`src/rtl/servidor_leitura_multiporta_pkg.sv`:
```
// Shared planner definitions: FSM encodings, default address width
// and the all-ones "no neighbour" address marker.
package servidor_leitura_multiporta_pkg;

   localparam int ADDR_W = 10;

   // Consumers truncate this to their own address width.
   localparam logic [31:0] ADDR_INVALIDO = '1;

   typedef enum logic [2:0] {
      ST_IDLE,
      ST_EMITIR,
      ST_DRENAR,
      ST_PRONTO,
      ST_LIMPAR
   } estado_t;

endpackage

```
`src/rtl/servidor_leitura_multiporta_memoria_sp.sv`:
```
// Single-port RAM, one access per cycle, registered read data.
// Contents are deliberately not reset.
module memoria_sp #(
   parameter int AW = 10,
   parameter int DW = 1
) (
   input  logic          clk,
   input  logic          en,
   input  logic          we,
   input  logic [AW-1:0] addr,
   input  logic [DW-1:0] wr_data,
   output logic [DW-1:0] rd_data
);

   logic [DW-1:0] mem [2**AW];

   always_ff @(posedge clk) begin
      if (en) begin
         if (we) begin
            mem[addr] <= wr_data;
         end
         rd_data <= mem[addr];
      end
   end

endmodule

```
`src/rtl/servidor_leitura_multiporta.sv`:
```
// Multi-port read server: serialises NUM_READ_PORTS lookups onto one
// single-port RAM, with a one-entry write buffer and a full clear.
module servidor_leitura_multiporta
   import servidor_leitura_multiporta_pkg::*;
#(
   parameter int ADDR_WIDTH     = ADDR_W,
   parameter int DATA_WIDTH     = 1,
   parameter int NUM_READ_PORTS = 8
) (
   input  logic                               clk,
   input  logic                               rst_n,
   input  logic                               rd_enable_in,
   input  logic [ADDR_WIDTH*NUM_READ_PORTS-1:0] rd_addr_in,
   output logic [DATA_WIDTH*NUM_READ_PORTS-1:0] rd_data_out,
   output logic                               rd_ready_out,
   input  logic                               wr_enable_in,
   input  logic [ADDR_WIDTH-1:0]              wr_addr_in,
   input  logic [DATA_WIDTH-1:0]              wr_data_in,
   output logic                               wr_ready_out,
   input  logic                               limpar_in,
   output logic                               ocupado_out
);

   localparam int PW = (NUM_READ_PORTS > 1) ? $clog2(NUM_READ_PORTS) : 1;
   localparam logic [ADDR_WIDTH-1:0] INVALIDO = ADDR_INVALIDO[ADDR_WIDTH-1:0];
   localparam logic [PW-1:0] ULTIMA = PW'(NUM_READ_PORTS - 1);

   estado_t estado, prox;

   logic [ADDR_WIDTH-1:0] addr_lat [NUM_READ_PORTS];
   logic [PW-1:0]         porta;
   logic [ADDR_WIDTH-1:0] cnt_limpar;

   logic                  pend_v;
   logic [ADDR_WIDTH-1:0] pend_addr;
   logic [DATA_WIDTH-1:0] pend_data;

   logic                  cap_v;
   logic                  cap_inv;
   logic [PW-1:0]         cap_idx;
   logic [DATA_WIDTH*NUM_READ_PORTS-1:0] dados_q;

   logic                  mem_en;
   logic                  mem_we;
   logic [ADDR_WIDTH-1:0] mem_addr;
   logic [DATA_WIDTH-1:0] mem_wdata;
   logic [DATA_WIDTH-1:0] mem_rdata;

   logic [ADDR_WIDTH-1:0] addr_atual;
   logic                  invalido;
   logic                  aceita_rd;
   logic                  wr_aceito;

   assign addr_atual   = addr_lat[porta];
   assign invalido     = (addr_atual == INVALIDO);
   assign aceita_rd    = (estado == ST_IDLE) && rd_enable_in && !limpar_in;
   assign wr_aceito    = wr_enable_in && !pend_v;

   assign ocupado_out  = (estado != ST_IDLE);
   assign rd_ready_out = (estado == ST_PRONTO);
   assign wr_ready_out = !pend_v;
   assign rd_data_out  = dados_q;

   always_comb begin
      prox = estado;
      unique case (estado)
         ST_IDLE: begin
            if (limpar_in) begin
               prox = ST_LIMPAR;
            end else if (rd_enable_in) begin
               prox = ST_EMITIR;
            end
         end
         ST_EMITIR: if (porta == ULTIMA) prox = ST_DRENAR;
         ST_DRENAR: prox = ST_PRONTO;
         ST_PRONTO: prox = ST_IDLE;
         ST_LIMPAR: if (cnt_limpar == INVALIDO) prox = ST_IDLE;
         default:   prox = ST_IDLE;
      endcase
   end

   // The buffered write always wins the RAM in IDLE; a new write waits.
   always_comb begin
      mem_en    = 1'b0;
      mem_we    = 1'b0;
      mem_addr  = addr_atual;
      mem_wdata = pend_data;
      unique case (estado)
         ST_IDLE: begin
            if (pend_v) begin
               mem_en   = 1'b1;
               mem_we   = 1'b1;
               mem_addr = pend_addr;
            end else if (wr_enable_in) begin
               mem_en    = 1'b1;
               mem_we    = 1'b1;
               mem_addr  = wr_addr_in;
               mem_wdata = wr_data_in;
            end
         end
         ST_EMITIR: mem_en = !invalido;
         ST_LIMPAR: begin
            mem_en    = 1'b1;
            mem_we    = 1'b1;
            mem_addr  = cnt_limpar;
            mem_wdata = '0;
         end
         default: ;
      endcase
   end

   always_ff @(posedge clk or negedge rst_n) begin
      if (!rst_n) begin
         estado     <= ST_IDLE;
         porta      <= '0;
         cnt_limpar <= '0;
         pend_v     <= 1'b0;
         pend_addr  <= '0;
         pend_data  <= '0;
         cap_v      <= 1'b0;
         cap_inv    <= 1'b0;
         cap_idx    <= '0;
         dados_q    <= '0;
         for (int i = 0; i < NUM_READ_PORTS; i++) begin
            addr_lat[i] <= '0;
         end
      end else begin
         estado <= prox;
         cap_v  <= 1'b0;
         if (aceita_rd) begin
            for (int i = 0; i < NUM_READ_PORTS; i++) begin
               addr_lat[i] <= rd_addr_in[i*ADDR_WIDTH +: ADDR_WIDTH];
            end
         end
         if (estado == ST_IDLE) begin
            porta      <= '0;
            cnt_limpar <= '0;
         end
         if (estado == ST_EMITIR) begin
            porta   <= porta + 1'b1;
            cap_v   <= 1'b1;
            cap_idx <= porta;
            cap_inv <= invalido;
         end
         if (estado == ST_LIMPAR && cnt_limpar != INVALIDO) begin
            cnt_limpar <= cnt_limpar + 1'b1;
         end
         // RAM word arrives one cycle after issue.
         if (cap_v) begin
            for (int i = 0; i < NUM_READ_PORTS; i++) begin
               if (cap_idx == PW'(i)) begin
                  dados_q[i*DATA_WIDTH +: DATA_WIDTH] <= cap_inv ? '0 : mem_rdata;
               end
            end
         end
         if (estado == ST_IDLE) begin
            pend_v <= 1'b0;
         end else if (wr_aceito) begin
            pend_v    <= 1'b1;
            pend_addr <= wr_addr_in;
            pend_data <= wr_data_in;
         end
      end
   end

   memoria_sp #(
      .AW (ADDR_WIDTH),
      .DW (DATA_WIDTH)
   ) u_mem (
      .clk     (clk),
      .en      (mem_en),
      .we      (mem_we),
      .addr    (mem_addr),
      .wr_data (mem_wdata),
      .rd_data (mem_rdata)
   );

endmodule

```
`config.mk`:
```
export PLATFORM = sky130hd
export DESIGN_NAME = servidor_leitura_multiporta
export DESIGN_NICKNAME = d
export VERILOG_FILES = /design/src/rtl/servidor_leitura_multiporta_pkg.sv /design/src/rtl/servidor_leitura_multiporta_memoria_sp.sv /design/src/rtl/servidor_leitura_multiporta.sv
export SDC_FILE = /design/constraint.sdc
export NUM_CORES = 2
export LEC_CHECK = 0
export CAP_MARGIN = 25
export CORE_MARGIN = 3
export CORE_UTILIZATION = 61
export CTS_CLUSTER_DIAMETER = 30
export DETAILED_ROUTE_END_ITERATION = 8
export PLACE_DENSITY = 0.83
export RECOVER_POWER = 25
export SLEW_MARGIN = 20
export SYNTH_ARGS = -nofsm -noshare
export SYNTH_HDL_FRONTEND = slang
export SYNTH_SLANG_ARGS = --single-unit
```
`constraint.sdc`:
```
create_clock -name clk -period 39.4 [get_ports clk]
set_input_delay 7.88 -clock clk [delete_from_list [all_inputs] [get_ports clk]]
set_output_delay 7.88 -clock clk [all_outputs]
set_load 0.05 [all_outputs]
```
==> results.json <==
{
  "wl_met1_um": 48900,
  "synth_flop_cell": "edfxtp_1",
  "grt_pass1_vias": 35200,
  "vias_per_cell": 6.79,
  "cts.reportedPaths.clkPinSlew_ns": 0.05,
  "gr-total-overflow": 0,
  "worst_pin_slew_ns": 10.89,
  "max_freq_mhz": 49.4,
  "grt_usage_pct": 34.6,
  "num_vias": 35800,
  "setup.worst_path.start_class": "primary input",
  "endpoint_kind": "flop",
  "rsz0062_at_grt": "false",
  "ant_nets": 0,
  "synth_top_area_share_pct": 61.5,
  "cts_buffers": 189,
  "hpwlAfterDp_um": 74500,
  "io_buffers": 106,
  "avgRoutedWirePerCell_um": 28.6,
  "final_cell_mix": "nor2_1 (1079), edfxtp_1 (1025), mux2i_1 (420), nand2_1 (264), clkbuf_16 (192)",
  "critPathRequiredTime_ns": 39.83,
  "fin_tns_setup_ns": 0,
  "htree_levels": 4,
  "pin_count": 107,
  "dieArea_um2": 85500,
  "ys_async_sr_fraction_pct": 10.6,
  "violations": "capacitance limit, slew limit",
  "wl_met3_um": 22000,
  "fin_area_um2": 58800,
  "fin_crit_ns": 20.25,
  "die_h_um": 292,
  "ir_worst_vdd_mv": 0.0831,
  "final_common_cell": "nor2_1",
  "drv_cap": 9,
  "syn_nets": 4088,
  "report.final.hold_viol_count": 0,
  "p_leak_nw": 20.4,
  "setup-violations-final": 0,
  "route.detailed.drc": 0,
  "ys_ff_latch": 1146,
  "areaGrowthSynthToFinish_pct": 17.4,
  "slew_headroom_pct": -626,
  "finalClockSkew_ns": 0.0364,
  "place_area_um2": 51900,
  "rrSetupSlack_ns": 25.70,
  "synth_edf_count": 1025,
  "wl_met2_um": 69500,
  "holdPathEnd": "addr_lat[19]",
  "max_stage_delay_ns": 7.62,
  "hold_buffers": 0,
  "ys_warn_count": 0,
  "fin_nets": 4152,
  "top_layer_used": "met4",
  "insertion_delay_ns": 0.79,
  "hp-start": "addr_lat[19]",
  "die_w_um": 292,
  "clockBufferDepth": 3,
  "slew_viol_final": 762,
  "grt_pass1_wl_um": 218000,
  "power_density_nw_per_um2": 88.5,
  "cts_sinks": 1146,
  "core_um2": 80900,
  "syn-cell-area_um2": 50000,
  "finalWirelength_um": 151000,
  "r2r-start": "estado[1]",
  "dr.pass1.iters": 9,
  "worstPathMaxFanout": 294,
  "postSynthAreaPerCell_um2": 12.5,
  "status": "finished, violations left",
  "fill_cells": 4698,
  "power_mw": 5.20,
  "drive_above_1_share_pct": 13.8,
  "worstPathArrival_ns": 20.68,
  "clock-root-buffer": "clkbuf_16",
  "crit_type": "in2reg",
  "syn_inst": 3989,
  "grt_max_degree": 295,
  "r2r-end": "u_mem.mem[436]",
  "slowest_stage": "clkbuf_1",
  "hp-class": "reg2reg",
  "hold_ws_ns": 0.501,
  "initial_core_util_pct": 61.8,
  "synth-seq-area-share_pct": 67.6,
  "yosysUniqueCellTypes": 74,
  "cts_tree": "yes",
  "initialDrtViolationCount": 6435,
  "crit_chain": "dlygate4sd3_1 > nor2b_1 > clkbuf_1 > o21ai_0 > a32o_1 > clkbuf_1 > buf_4 > buf_4",
  "grt_antenna_before_repair": 3,
  "synth_top_area_cell": "edfxtp_1",
  "period_share_pct": 51.4,
  "cts_setup_buffers": 0,
  "place.gp.congestion": 0.859,
  "synth_area_leaders": "edfxtp_1 (62%), mux2i_1 (8.4%), nor2_1 (8.1%)",
  "row_count": 104,
  "crit_start": "wr_enable_in",
  "cts_resized": 0,
  "hold_depth": 1,
  "rr_worst_depth": 6
}
[layout make-up]
| class | instances | area [um2] | share of cell area (%) |
|---|---|---|---|
| antenna | 4 | 10.0 | 0.0170 |
| clock buffer | 220 | 4940 | 8.41 |
| clock inverter | 132 | 1680 | 2.86 |
| inverter | 8 | 30.0 | 0.0511 |
| multi-input combinational | 2496 | 14900 | 25.4 |
| sequential | 1146 | 33800 | 57.5 |
| tap | 1060 | 1330 | 2.26 |
| timing repair buffer | 212 | 2050 | 3.49 |
[cell families after synthesis]
logic type | count (synthesis) | share of synthesized area [%]
and+or+nand+nor | 1530 | 12.2
AOI/OAI and AO/OA | 416 | 5.41
adders and majority gates | 3 | 0.0750
muxes | 547 | 11.8
DFF | 1146 | 67.6
buffers and inverters | 347 | 2.94
[power breakdown]
group / switching (mW) / leakage (nW) / total (mW) / internal (mW)
clock network: 0.609 / 3.17 / 1.70 / 1.09
registers: 0.0381 / 10.9 / 1.63 / 1.59
logic: 1.31 / 6.31 / 1.87 / 0.559
[metrics by stage]
step / setup slack [ns] / cells / utilization [%]
after floorplan: 14.67 / 3989 / -
after global placement: 25.74 / 4893 / 63.9
after detailed placement: 25.78 / 4899 / 64.1
after CTS: 26.49 / 5251 / 72.3
after global routing: 18.35 / 5277 / 72.6
final: 19.15 / 5278 / 72.6
[cells in the mapped netlist, drive strengths merged, types with 3 or more instances]
| master | count |
|---|---|
| ha | 3 |
| mux2i | 421 |
| nand3b | 4 |
| dfrtp | 121 |
| mux4 | 22 |
| nor4 | 49 |
| a22oi | 14 |
| buf | 162 |
| or2 | 3 |
| and3 | 6 |
| nand4b | 3 |
| o41ai | 5 |
| clkbuf | 177 |
| a2111oi | 6 |
| nor3 | 7 |
| nand2 | 305 |
| a22o | 4 |
| o22ai | 185 |
| and2 | 3 |
| a21oi | 98 |
| mux2 | 104 |
| inv | 7 |
| nor2 | 1079 |
| o21ai | 29 |
| edfxtp | 1025 |
| nor2b | 13 |
| a31oi | 12 |
| or4 | 8 |
| nand4 | 24 |
| a221oi | 10 |
| nand3 | 20 |
| o221ai | 20 |
| nand2b | 4 |
[routing by layer]
layer,vias up,global-route usage [%]
met1,17300,43.4
li1,14600,-
met5,-,0
met4,0,21.8
met3,777,9.65
met2,3202,53.6
[worst max-delay path: cells and delay by family]
kind | cells | cell delay [ns]
buffers and inverters | 5 | 10.76
AOI/OAI and AO/OA | 2 | 1.53
and+or+nand+nor | 1 | 0.18
[flip-flops by register name (all words and copies together), names as in the netlist]
register       count
addr_lat          80
cap_idx            3
cap_inv            1
cap_v              1
cnt_limpar        10
estado             3
pend_addr         10
pend_data          1
pend_v             1
porta              3
rd_data_out        8
u_mem.mem       1024
u_mem.rd_data      1
[worst max path at each step]
stage | to | slack, ns | cells after the start
2_1_floorplan | u_mem.mem[0] | 14.67 | 4
3_3_place_gp | u_mem.rd_data | 25.74 | 13
3_5_place_dp | u_mem.rd_data | 25.78 | 13
4_1_cts | u_mem.rd_data | 26.49 | 13
5_1_grt | u_mem.mem[68] | 18.35 | 8
6_report | u_mem.mem[436] | 19.15 | 8
Note: power is estimated with default switching activity, not from simulation.
